<file path="config.mk">
export PLATFORM = sky130hd
export DESIGN_NAME = mem_ctrl_flat
export DESIGN_NICKNAME = d
export VERILOG_FILES = /design/src/rtl/mem_ctrl_pkg.sv /design/src/rtl/mem_ctrl_if.sv /design/src/rtl/mem_ctrl_arbiter.sv /design/src/rtl/mem_ctrl.sv /design/src/flat_wrapper.sv
export SDC_FILE = /design/constraint.sdc
export NUM_CORES = 1
export LEC_CHECK = 0
export ABC_AREA = 1
export CAP_MARGIN = 40
export CORE_MARGIN = 5
export CORE_UTILIZATION = 27
export CTS_CLUSTER_DIAMETER = 40
export DETAILED_ROUTE_END_ITERATION = 16
export HOLD_SLACK_MARGIN = 0.06
export MAX_ROUTING_LAYER = met4
export PLACE_DENSITY = 0.85
export SLEW_MARGIN = 20
export SYNTH_ARGS = -nofsm -noshare
export SYNTH_HDL_FRONTEND = slang
export SYNTH_SLANG_ARGS = --single-unit
</file>
<file path="constraint.sdc">
create_clock -name clk -period 3.3 [get_ports clk]
set_input_delay 0.825 -clock clk [delete_from_list [all_inputs] [get_ports clk]]
set_output_delay 0.825 -clock clk [all_outputs]
set_load 0.05 [all_outputs]
</file>
<file path="src/rtl/mem_ctrl_pkg.sv">
// Shared types and constants for the byte-serial cache-side memory controller.
package mem_ctrl_pkg;

    localparam int DEFAULT_ADDR_W = 18;
    localparam int DEFAULT_BUS_AW = 32;
    localparam logic [1:0] IO_PREFIX = 2'b11;

    typedef enum logic [1:0] {
        OWN_NONE   = 2'd0,
        OWN_ICACHE = 2'd1,
        OWN_DCACHE = 2'd2
    } owner_t;

endpackage

</file>
<file path="src/rtl/mem_ctrl_if.sv">
// Cache-side request/ack signals plus the RAM/IO bus, bundled for mem_ctrl.
interface mem_ctrl_if #(
    parameter int ADDR_W = mem_ctrl_pkg::DEFAULT_ADDR_W,
    parameter int BUS_AW = mem_ctrl_pkg::DEFAULT_BUS_AW
);
    logic              rdy;
    logic              io_buffer_full;

    logic              dcache_get_en;
    logic              dcache_write_mode;
    logic [ADDR_W-1:0] dcache_addr;
    logic [7:0]        dcache_data;
    logic              dcache_out_en;
    logic [7:0]        dcache_content;

    logic              icache_get_en;
    logic [ADDR_W-1:0] icache_addr;
    logic              icache_out_en;
    logic [7:0]        icache_content;

    logic [7:0]        mem_din;
    logic [7:0]        mem_dout;
    logic [BUS_AW-1:0] mem_a;
    logic              mem_wr;

    // The environment (caches + RAM) side.
    modport master (
        output rdy, io_buffer_full,
        output dcache_get_en, dcache_write_mode, dcache_addr, dcache_data,
        output icache_get_en, icache_addr, mem_din,
        input  dcache_out_en, dcache_content, icache_out_en, icache_content,
        input  mem_dout, mem_a, mem_wr
    );

    // The controller side.
    modport slave (
        input  rdy, io_buffer_full,
        input  dcache_get_en, dcache_write_mode, dcache_addr, dcache_data,
        input  icache_get_en, icache_addr, mem_din,
        output dcache_out_en, dcache_content, icache_out_en, icache_content,
        output mem_dout, mem_a, mem_wr
    );

endinterface

</file>
<file path="src/rtl/mem_ctrl_arbiter.sv">
// Fixed-priority grant (dcache over icache) with stall on rdy low or
// an IO write while the UART buffer is full.
module mem_ctrl_arbiter
    import mem_ctrl_pkg::*;
(
    input  logic       i_rdy,
    input  logic       i_io_buffer_full,
    input  logic       i_dcache_get_en,
    input  logic       i_dcache_write_mode,
    input  logic [1:0] i_dcache_region,
    input  logic       i_icache_get_en,
    output owner_t     o_grant_owner,
    output logic       o_issue_en
);

    logic w_io_stall;

    assign w_io_stall = i_dcache_get_en && i_dcache_write_mode &&
                        (i_dcache_region == IO_PREFIX) && i_io_buffer_full;

    // A stalled dcache request keeps the grant, so the icache stays blocked.
    always_comb begin
        o_grant_owner = OWN_NONE;
        if (i_dcache_get_en) begin
            o_grant_owner = OWN_DCACHE;
        end else if (i_icache_get_en) begin
            o_grant_owner = OWN_ICACHE;
        end
    end

    assign o_issue_en = (o_grant_owner != OWN_NONE) && i_rdy && !w_io_stall;

endmodule

</file>
<file path="src/rtl/mem_ctrl.sv">
// Byte-serial memory controller: issues one cache byte per cycle to the
// RAM/IO bus and acknowledges it on the following cycle.
module mem_ctrl
    import mem_ctrl_pkg::*;
#(
    parameter int ADDR_W = DEFAULT_ADDR_W,
    parameter int BUS_AW = DEFAULT_BUS_AW
) (
    input  logic      clk,
    input  logic      rst,
    mem_ctrl_if.slave bus
);

    owner_t            w_grant_owner;
    logic              w_issue_en;
    logic              w_issue;
    logic [ADDR_W-1:0] w_addr;
    logic              w_mem_wr;
    logic [7:0]        w_mem_dout;

    logic              r_pend_valid;
    owner_t            r_pend_owner;
    logic              r_pend_write;

    mem_ctrl_arbiter u_arbiter (
        .i_rdy               (bus.rdy),
        .i_io_buffer_full    (bus.io_buffer_full),
        .i_dcache_get_en     (bus.dcache_get_en),
        .i_dcache_write_mode (bus.dcache_write_mode),
        .i_dcache_region     (bus.dcache_addr[ADDR_W-1 -: 2]),
        .i_icache_get_en     (bus.icache_get_en),
        .o_grant_owner       (w_grant_owner),
        .o_issue_en          (w_issue_en)
    );

    // Gating with rst keeps mem_wr low for the whole reset window.
    assign w_issue = w_issue_en && !rst;

    always_comb begin
        w_addr     = '0;
        w_mem_wr   = 1'b0;
        w_mem_dout = '0;
        if (w_issue) begin
            if (w_grant_owner == OWN_DCACHE) begin
                w_addr     = bus.dcache_addr;
                w_mem_wr   = bus.dcache_write_mode;
                w_mem_dout = bus.dcache_data;
            end else begin
                w_addr     = bus.icache_addr;
            end
        end
    end

    assign bus.mem_a    = {{(BUS_AW-ADDR_W){1'b0}}, w_addr};
    assign bus.mem_wr   = w_mem_wr;
    assign bus.mem_dout = w_mem_dout;

    always_ff @(posedge clk or posedge rst) begin
        if (rst) begin
            r_pend_valid <= 1'b0;
            r_pend_owner <= OWN_NONE;
            r_pend_write <= 1'b0;
        end else begin
            r_pend_valid <= w_issue;
            r_pend_owner <= w_issue ? w_grant_owner : OWN_NONE;
            r_pend_write <= w_issue && (w_grant_owner == OWN_DCACHE) && bus.dcache_write_mode;
        end
    end

    // RAM read data arrives one cycle after issue, lining up with the ack.
    assign bus.dcache_out_en  = r_pend_valid && (r_pend_owner == OWN_DCACHE);
    assign bus.icache_out_en  = r_pend_valid && (r_pend_owner == OWN_ICACHE);
    assign bus.dcache_content = bus.mem_din;
    assign bus.icache_content = bus.mem_din;

    ap_write_owner: assert property (@(posedge clk) disable iff (rst)
        r_pend_write |-> (r_pend_owner == OWN_DCACHE));

endmodule

</file>
<file path="src/flat_wrapper.sv">
// flat-port wrapper written by rule: the top's interface ports become plain ports
module mem_ctrl_flat import mem_ctrl_pkg::*;
#(
    parameter int ADDR_W = DEFAULT_ADDR_W,
    parameter int BUS_AW = DEFAULT_BUS_AW
)
  (clk, rst, bus_rdy, bus_io_buffer_full, bus_dcache_get_en, bus_dcache_write_mode, bus_dcache_addr, bus_dcache_data, bus_icache_get_en, bus_icache_addr, bus_mem_din, bus_dcache_out_en, bus_dcache_content, bus_icache_out_en, bus_icache_content, bus_mem_dout, bus_mem_a, bus_mem_wr);
  mem_ctrl_if #(.ADDR_W(ADDR_W), .BUS_AW(BUS_AW)) bus_i ();
  input  logic clk;
  input  logic rst;
  input wire logic [$bits(bus_i.rdy)-1:0] bus_rdy;
  input wire logic [$bits(bus_i.io_buffer_full)-1:0] bus_io_buffer_full;
  input wire logic [$bits(bus_i.dcache_get_en)-1:0] bus_dcache_get_en;
  input wire logic [$bits(bus_i.dcache_write_mode)-1:0] bus_dcache_write_mode;
  input wire logic [$bits(bus_i.dcache_addr)-1:0] bus_dcache_addr;
  input wire logic [$bits(bus_i.dcache_data)-1:0] bus_dcache_data;
  input wire logic [$bits(bus_i.icache_get_en)-1:0] bus_icache_get_en;
  input wire logic [$bits(bus_i.icache_addr)-1:0] bus_icache_addr;
  input wire logic [$bits(bus_i.mem_din)-1:0] bus_mem_din;
  output wire logic [$bits(bus_i.dcache_out_en)-1:0] bus_dcache_out_en;
  output wire logic [$bits(bus_i.dcache_content)-1:0] bus_dcache_content;
  output wire logic [$bits(bus_i.icache_out_en)-1:0] bus_icache_out_en;
  output wire logic [$bits(bus_i.icache_content)-1:0] bus_icache_content;
  output wire logic [$bits(bus_i.mem_dout)-1:0] bus_mem_dout;
  output wire logic [$bits(bus_i.mem_a)-1:0] bus_mem_a;
  output wire logic [$bits(bus_i.mem_wr)-1:0] bus_mem_wr;
  assign bus_i.rdy = bus_rdy;
  assign bus_i.io_buffer_full = bus_io_buffer_full;
  assign bus_i.dcache_get_en = bus_dcache_get_en;
  assign bus_i.dcache_write_mode = bus_dcache_write_mode;
  assign bus_i.dcache_addr = bus_dcache_addr;
  assign bus_i.dcache_data = bus_dcache_data;
  assign bus_i.icache_get_en = bus_icache_get_en;
  assign bus_i.icache_addr = bus_icache_addr;
  assign bus_i.mem_din = bus_mem_din;
  assign bus_dcache_out_en = bus_i.dcache_out_en;
  assign bus_dcache_content = bus_i.dcache_content;
  assign bus_icache_out_en = bus_i.icache_out_en;
  assign bus_icache_content = bus_i.icache_content;
  assign bus_mem_dout = bus_i.mem_dout;
  assign bus_mem_a = bus_i.mem_a;
  assign bus_mem_wr = bus_i.mem_wr;
  mem_ctrl #(.ADDR_W(ADDR_W), .BUS_AW(BUS_AW)) u_core (.clk(clk), .rst(rst), .bus(bus_i));
endmodule
</file>
==> run summary, run 1 <==
Synth Instances: 133
Post-DP HPWL: 2450 um
Ys flop type: dfrtp_1
Count of cell types in the netlist: 14
Crit path launch: bus_dcache_get_en
Post-CTS Setup Bufs: 0
Pin count of the biggest net entering global routing: 21
Core Box Area: 3050 um^2
Global-route wire length before repair: 4470 um
Port Buffers: 79
Clk root buf: clkbuf_4
RSZ-0062 raised after global routing: no
Layout fillers: 272
Lkg Pwr: 0.762 nW
GRT Total Usage: 13.5%
Vias: 946
I/O pins: 118
Starting Density: 28.1%
Finished Cell Area: 1790 um^2
Register area share after synthesis: 8.75%
Number of synthesized flops with an enable pin: 0
Max IR drop VDD: 0.0713 mV
Async set or reset register ratio after synthesis: 100%
Most numerous cell in the Yosys netlist: nand2_1
Gpl congestion: 0.717
Area grow syn2layout: 109%
Final setup vio count: 0
Synth Register Bits: 3
CP required: 2470 ps
Final WS setup: 251 ps
Synth top cells by count: 33 x nand2_1, 32 x buf_4, 30 x nor2_2
Hold Vio Cnt, Final: 0
DRC viols: 0
Share of layout cells above drive strength 1: 34.2%
Worst min-delay path class: input port to async pin
CTS tree: yes
Vias per cell: 3.94
Hold-fix buffers at CTS: 0
Die X: 66.4 um
CTS resizes: 0
Sink Count: 3
Area contributors post-synth: buf_4 28%, nor2_2 22%, nand2_1 14%
WL/cell: 11.6 um
Worst hold slack: 781 ps
Critical path startpoint category: input port
Num rows: 20
Die H: 66.4 um
Total power: 0.345 mW
Power per cell area: 192 nW/um^2
Post-DP Area: 1770 um^2
Critical path capture point type: output port
Mapped Area: 858 um^2
Status: finished clean
Setup TNS: 0 ps
Die area: 4410 um^2
Maximum clock rate: 0.328 GHz
Max-Cap Viols: 0
Post-Route WL: 2780 um
Syn_area_per_cell: 6.45 um^2
DRT Pass-1 Iters: 4
Critical path type: input port to output port
Antenna Nets Post-Route: 0
Final min period: 3050 ps
H-tree levels: 1
Dominant cell type by area after synthesis: buf_4
Max-slew violation count: 0
Crit-path max FO: 14
Detailed Route Iter0 Violations: 17
Data arrival time of the critical path: 2220 ps
Longest Clk Path Bufs: 2
Final #Nets: 256
Reg clk slew, reported paths: 40 ps
Yosys top cell area share: 28.0%
Initial antenna violation count: 0
ANT cells: 0
Crit share post-route: 92.4%
Number of global-route vias before repair: 985
Yosys warning total: 0
GRT overflow: 0
CTS buffer count: 3
Pre-CTS setup slack: 232 ps
registers in the layout, indices dropped and copies added (netlist names):
name and cells:
u_core.r_pend_owner 2, u_core.r_pend_valid 1
final cells by class:
cell class              count  area, um^2  share of cell area (%)
repair buffers             84        1100                    61.3
multi-input cells         100         518                    28.9
inverters                   5        18.8                    1.05
clock buffers               4        26.3                    1.47
flip-flops and latches      3        75.1                    4.19
well taps                  44        55.1                    3.07
worst max path at each step:
stage	endpoint	slack, ps	depth (start not counted)
finish	bus_mem_dout[5]	250	7
global route	bus_mem_a[7]	110	7
CTS	bus_mem_a[7]	230	6
global placement	bus_mem_a[6]	270	6
detailed placement	bus_mem_a[15]	230	6
floorplan	bus_mem_a[0]	740	6
per-stage QoR:
stage	cells	util (%)
3_5_place_dp	236	57.8
3_3_place_gp	236	57.8
4_1_cts	240	58.7
5_1_grt	240	58.7
6_report	240	58.7
2_1_floorplan	146	-
layer usage:
metal / global-route usage (%) / vias up / share of wire, %
met4: 5.84 / 0 / 1.1
met1: 13.4 / 399 / 33
met5: - / - / 0
li1: - / 488 / -
met2: 26.0 / 53 / 57
met3: 1.87 / 6 / 8.6
layout by cell type (no fill, tap or decap), drive strengths merged:
cell,n
a21boi,17
clkdlybuf4s50,52
nand2,34
dfrtp,3
clkbuf,4
a21oi,1
buf,32
inv,5
conb,14
nor2,34
cells by family (layout without fill, tap and decap cells):
kind of cell           after synthesis  count (layout)  synth area share [%]
other                                1              14                 0.437
buffers and inverters               43              93                  36.6
AND/OR/NAND/NOR                     68              68                  38.8
AO/OA/AOI/OAI                       18              18                  15.5
flip-flops                           3               3                  8.75
critical path, cell delays in order:
cell	delay, ps
clkdlybuf4s50_1	590
nor2_1	100
nor2_2	120
nand2_2	70
buf_4	200
nor2_2	160
buf_12	160
power breakdown:
| part | internal (mW) | leakage, nW | total [mW] | switching, mW |
|---|---|---|---|---|
| Clock | 0.0454 | 0.0150 | 0.0653 | 0.0199 |
| Combinational | 0.112 | 0.706 | 0.240 | 0.128 |
| Sequential | 0.0384 | 0.0406 | 0.0390 | 0.000639 |
| Total | 0.196 | 0.762 | 0.345 | 0.149 |
Note: power is estimated with default switching activity, not from simulation.
==> run 2: changes to the inputs <==
- SETUP_SLACK_MARGIN: default -> 0.5
==> run 2 against run 1 <==
Net effect:
- cell count is 1.7% higher
- critical endpoint is now bus_mem_a[16]
- highest routed layer unchanged
- sequential power is essentially flat
- global-route usage up 1.4 points
==> run summary, run 2 (synthesized netlist as in run 1, its figures left out) <==
Power per cell area: 186 nW/um^2 (-3.5%)
Sink Count: 3 (unchanged)
Final setup vio count: 0 (unchanged)
Met2 Usage GRT: 30.2% (+4.2 points)
Number of global-route vias before repair: 1,062 (+7.8%)
RSZ-0062 raised after global routing: yes
Hold Vio Cnt, Final: 0 (unchanged)
Maximum clock rate: 0.364 GHz (+11%)
Critical path type: input port to output port
Non-filler cells in the finished layout: 244 (+1.7%)
Area grow syn2layout: 139%
Max IR drop VDD: 0.0731 mV (+2.5%)
Commonest non-fill, non-tap cells in the layout: 44 x clkdlybuf4s50_1, 31 x nand2_1, 30 x buf_12, 28 x nor2_4, 14 x conb_1
Crit share post-route: 83.2% (-9.2 points)
WL/cell: 12.4 um (+7.4%)
Critical path capture point type: output port
Net switching fraction of the power: 44.0% (+0.85 points)
Post-DP HPWL: 2450 um (unchanged)
Max reg flops: 2 (unchanged)
CP Buf/Inv Count: 5 (+2)
Pin count of the biggest net entering global routing: 21 (unchanged)
Slowest-stage cell, CP: dlygate4sd2_1
Reg clk slew, reported paths: 40 ps (about the same)
Dpl cells: 236 (unchanged)
DRC viols: 0 (unchanged)
Met1 Resource Use GR: 13.9% (+0.50 points)
Starting Density: 28.1% (unchanged)
Vias per cell: 4.00 (+1.6%)
Status: finished clean
CP required: 2470 ps (about the same)
Setup TNS: 0 ps (unchanged)
Share of layout cells above drive strength 1: 38.5% (+4.3 points)
GRT overflow: 0 (unchanged)
Detailed Route Iter0 Violations: 23 (+6)
Net Sw Power: 0.168 mW (+13%)
Grt met3 use: 1.87% (unchanged)
Die H: 66.4 um (unchanged)
Antenna Nets Post-Route: 0 (unchanged)
Clk root buf: clkbuf_4
Initial antenna violation count: 0 (unchanged)
H-tree levels: 1 (unchanged)
Clk pwr share: 16.9% (-2.0 points)
Lkg Pwr: 0.846 nW (+11%)
Worst min-delay path class: input port to async pin
Combinational power share: 72.9% (+3.2 points)
Die area: 4410 um^2 (unchanged)
I/O pins: 118 (unchanged)
Final #Nets: 260 (+1.6%)
Longest Clk Path Bufs: 2 (unchanged)
Data arrival time of the critical path: 1920 ps (-300 ps)
Die X: 66.4 um (unchanged)
Crit-path max FO: 7 (-7)
Final min period: 2750 ps (-303 ps)
Crit-path cells: dlygate4sd2_1 -> inv_2 -> nand2_2 -> nor2_4 -> nand2_4 -> buf_12 -> buf_16 -> nor2_4 -> buf_12
Reg power frac: 10.2% (-1.1 points)
CTS tree: yes
Commonest non-fill, non-tap cell in the layout: clkdlybuf4s50_1
Largest Register: u_core.r_pend_owner
Global-route wire length before repair: 4900 um (+9.6%)
ANT cells: 0 (unchanged)
Port Buffers: 79 (unchanged)
CP peak stage delay: 250 ps (-340 ps)
CTS buffer count: 3 (unchanged)
Post-Route WL: 3030 um (+9.2%)
Max-Cap Viols: 0 (unchanged)
P_int: 0.213 mW (+8.9%)
Core Box Area: 3050 um^2 (unchanged)
DRT Pass-1 Iters: 2 (-2)
Max-slew violation count: 0 (unchanged)
Num rows: 20 (unchanged)
GRT Total Usage: 14.9% (+1.4 points)
Largest regs: u_core.r_pend_owner: 2 flops, u_core.r_pend_valid: 1 flops
Critical path startpoint category: input port
Delay-heaviest family, CP: buffers and inverters
Gpl congestion: 0.717 (unchanged)
Vias: 977 (+3.3%)
GR peak layer: met2
run 2: power by group through the flow:
stage / sequential (mW) / combinational [mW] / clock (mW)
finish: 0.0390 / 0.278 / 0.0643
detailed placement: 0.0395 / 0.242 / 0
global placement: 0.0394 / 0.239 / 0
CTS: 0.0390 / 0.278 / 0.0690
global route: 0.0391 / 0.293 / 0.0713
floorplan: 0.0393 / 0.193 / 0
run 2: cell type report:
class                           instances  area (um^2)
Inverter                                5         18.8
Clock buffer                            4         26.3
Tap cell                               44         55.1
Sequential cell                         3         75.1
Multi-Input combinational cell        100          671
Timing Repair Buffer                   88         1210
Fill cell                             251         1000
run 2: metrics by stage:
step	power (mW)	utilization, %	area [um^2]	setup slack, ps	hold WS, ps
6_report	0.381	67.3	2050	554	695
3_5_place_dp	0.281	57.8	1770	232	1040
2_1_floorplan	0.232	-	907	741	587
3_3_place_gp	0.279	57.8	1770	275	1010
5_1_grt	0.403	67.3	2050	499	699
4_1_cts	0.386	67.0	2050	506	687
run 2: what timing repair did:
item | 4_1_cts | 5_1_grt
pin swaps | 7 | 1
hold buffers | 0 | 0
gates resized for setup | 50 | 2
endpoints found under the setup margin | 27 | 26
gates cloned | 2 | 0
buffers inserted | 2 | 0
run 2: layer usage:
metal / wire length (um) / vias to the layer above
li1: - / 495
met1: 920 / 427
met2: 1860 / 51
met3: 237 / 4
met4: 14 / 0
met5: 0 / -
run 2: worst max path at each step:
stage                                  from             to  cells past startpoint
after floorplan           bus_dcache_get_en   bus_mem_a[0]                      6
after global placement    bus_dcache_get_en   bus_mem_a[6]                      6
after detailed placement  bus_dcache_get_en  bus_mem_a[15]                      6
after CTS                               rst   bus_mem_a[7]                      9
after global routing      bus_dcache_get_en  bus_mem_a[17]                      6
final                                   rst  bus_mem_a[16]                      9
==> run 3: changes to the inputs <==
- CORE_UTILIZATION: 27 -> 25
- PLACE_DENSITY: 0.85 -> 0.79
- clock period: 3.3 -> 2.6 ns (I/O delays scaled with it)
==> run 3 against run 2 <==
Net effect:
- final area increased by 21%
- utilization up 7.0 points
- sequential power rose by 28%
- cell count grew 13%
- critical path depth unchanged
- largest cell class unchanged
- largest power group unchanged
==> run summary, run 3 (synthesized netlist as in run 1, its figures left out) <==
Crit-path max FO: 7 (unchanged)
Largest Register: u_core.r_pend_owner
Data arrival time of the critical path: 1590 ps (-330 ps)
H-tree levels: 1 (unchanged)
Area grow syn2layout: 189%
CP peak stage delay: 140 ps (-110 ps)
Crit-path cells: buf_2 -> nand2_1 -> nor2_2 -> nand2_2 -> nand2_4 -> buf_12 -> buf_16 -> nor2_4 -> buf_12
Sink Count: 3 (unchanged)
Core Box Area: 3340 um^2 (+9.3%)
Most Frequent Cell on Critical Path: buf_12
Non-filler cells in the finished layout: 275 (+13%)
Max-Cap Viols: 0 (unchanged)
Commonest non-fill, non-tap cells in the layout: 32 x buf_12, 30 x nand2_1, 29 x clkdlybuf4s50_1, 28 x nor2_4, 28 x buf_6
CP Buf/Inv Count: 4 (-1)
Total power: 0.577 mW (+51%)
Clk root buf: clkbuf_4
GRT overflow: 0 (unchanged)
Worst Hold Depth: 3
Crit share post-route: 86.3%
Antenna Nets Post-Route: 0 (unchanged)
RSZ-0062 raised after global routing: yes
Maximum clock rate: 0.446 GHz
Initial antenna violation count: 0 (unchanged)
Starting Density: 25.7% (-2.4 points)
Dpl cells: 243 (+3.0%)
GRT Total Usage: 17.2% (+2.3 points)
Critical path depth in cells: 9 (unchanged)
Largest regs: u_core.r_pend_owner: 2 flops, u_core.r_pend_valid: 1 flops
Detailed Route Iter0 Violations: 39 (+70%)
Final min period: 2240 ps
Slowest-stage cell, CP: buf_12
Vias per cell: 4.20 (+4.8%)
HP Start: bus_icache_get_en
Pin count of the biggest net entering global routing: 20 (-4.8%)
Max reg flops: 2 (unchanged)
Hold Vio Cnt, Final: 0 (unchanged)
Num rows: 21 (+5.0%)
Max-slew violation count: 0 (unchanged)
CTS tree: yes
Die area: 4710 um^2 (+6.8%)
Max IR drop VDD: 0.0967 mV (+32%)
Post-DP HPWL: 2520 um (+2.8%)
Worst min-delay path class: input port to flip-flop
Share of layout cells above drive strength 1: 57.6% (+19 points)
WL/cell: 16.2 um (+31%)
I/O pins: 118 (unchanged)
Critical path capture point type: output port
Post-Route WL: 4460 um (+47%)
Final #Nets: 289 (+11%)
Vias: 1,154 (+18%)
Longest Clk Path Bufs: 2 (unchanged)
Delay-heaviest family, CP: buffers and inverters
DRC viols: 0 (unchanged)
Global-route wire length before repair: 5730 um (+17%)
Critical path type: input port to output port
DRT Pass-1 Iters: 4 (+2)
ANT cells: 0 (unchanged)
Setup TNS: 0 ps (unchanged)
Die X: 68.6 um (+3.3%)
Hold EP: u_core.r_pend_owner[0]
Critical path startpoint category: input port
Port Buffers: 79 (unchanged)
Final setup vio count: 0 (unchanged)
Commonest non-fill, non-tap cell in the layout: buf_12
Power per cell area: 233 nW/um^2 (+26%)
Number of global-route vias before repair: 1,175 (+11%)
Die H: 68.6 um (+3.3%)
Hold-fix buffers at CTS: 0 (unchanged)
CTS buffer count: 3 (unchanged)
CP required: 1950 ps (-520 ps)
Gpl congestion: 0.711 (-0.77%)
Status: finished clean
Lkg Pwr: 1.10 nW (+30%)
Reg clk slew, reported paths: 40 ps (about the same)
[run 3: cell types whose count changed in the layout (fill, tap and decap cells not counted), sizes merged]
cell,before,now
bufbuf,1,0
clkdlybuf4s50,44,29
buf,35,73
clkdlybuf4s15,1,0
dlygate4sd2,7,14
dlymetal6s2s,0,1
[run 3: repair_timing]
action | in CTS | in global routing
buffers inserted | 23 | 3
pin swaps | 15 | 22
cloned | 2 | 0
resized for setup | 107 | 40
setup endpoints to repair | 29 | 30
[run 3: stage by stage]
step | util, % | instance area, um^2 | setup slack, ps | hold WS, ps
final | 74.2 | 2480 | 357 | 701
after global routing | 74.2 | 2480 | 326 | 695
after CTS | 69.0 | 2300 | 292 | 675
after detailed placement | 55.6 | 1860 | -118 | 930
after global placement | 55.6 | 1860 | -45.9 | 923
after floorplan | - | 907 | 391 | 412
[run 3: worst max-delay path by stage]
stage | start | endpoint | slack, ps
floorplan | bus_dcache_get_en | bus_mem_a[0] | 390
global placement | bus_dcache_get_en | bus_mem_a[1] | -50
detailed placement | bus_dcache_get_en | bus_mem_a[1] | -120
CTS | bus_dcache_addr[1] | bus_mem_a[1] | 290
global route | bus_dcache_get_en | bus_mem_wr | 330
finish | bus_io_buffer_full | bus_mem_a[11] | 360
[run 3: area by class of cell]
type | instances | area (um^2)
clock buffer | 4 | 26.3
fill | 220 | 860
inverter | 5 | 21.3
multi-input combinational | 100 | 771
sequential | 3 | 75.1
tap | 46 | 57.6
timing repair buffer | 117 | 1530
[run 3: worst min-delay path: cells and delay by family]
kind	cells	cell delay [ps]
buffers and inverters	1	120
and+or+nand+nor	2	140
[run 3: report_power, final]
group | switching [mW] | leakage (nW) | internal (mW)
clock | 0.0344 | 0.0150 | 0.0582
combinational | 0.219 | 1.04 | 0.215
sequential | 0.00141 | 0.0406 | 0.0486
[run 3: per-layer routing]
metal,GRT usage (%),vias to the layer above,wire length [um]
met2,35.4,55,2700
li1,-,552,-
met4,6.20,0,116
met5,-,-,0
met3,1.94,16,266
met1,15.9,531,1380
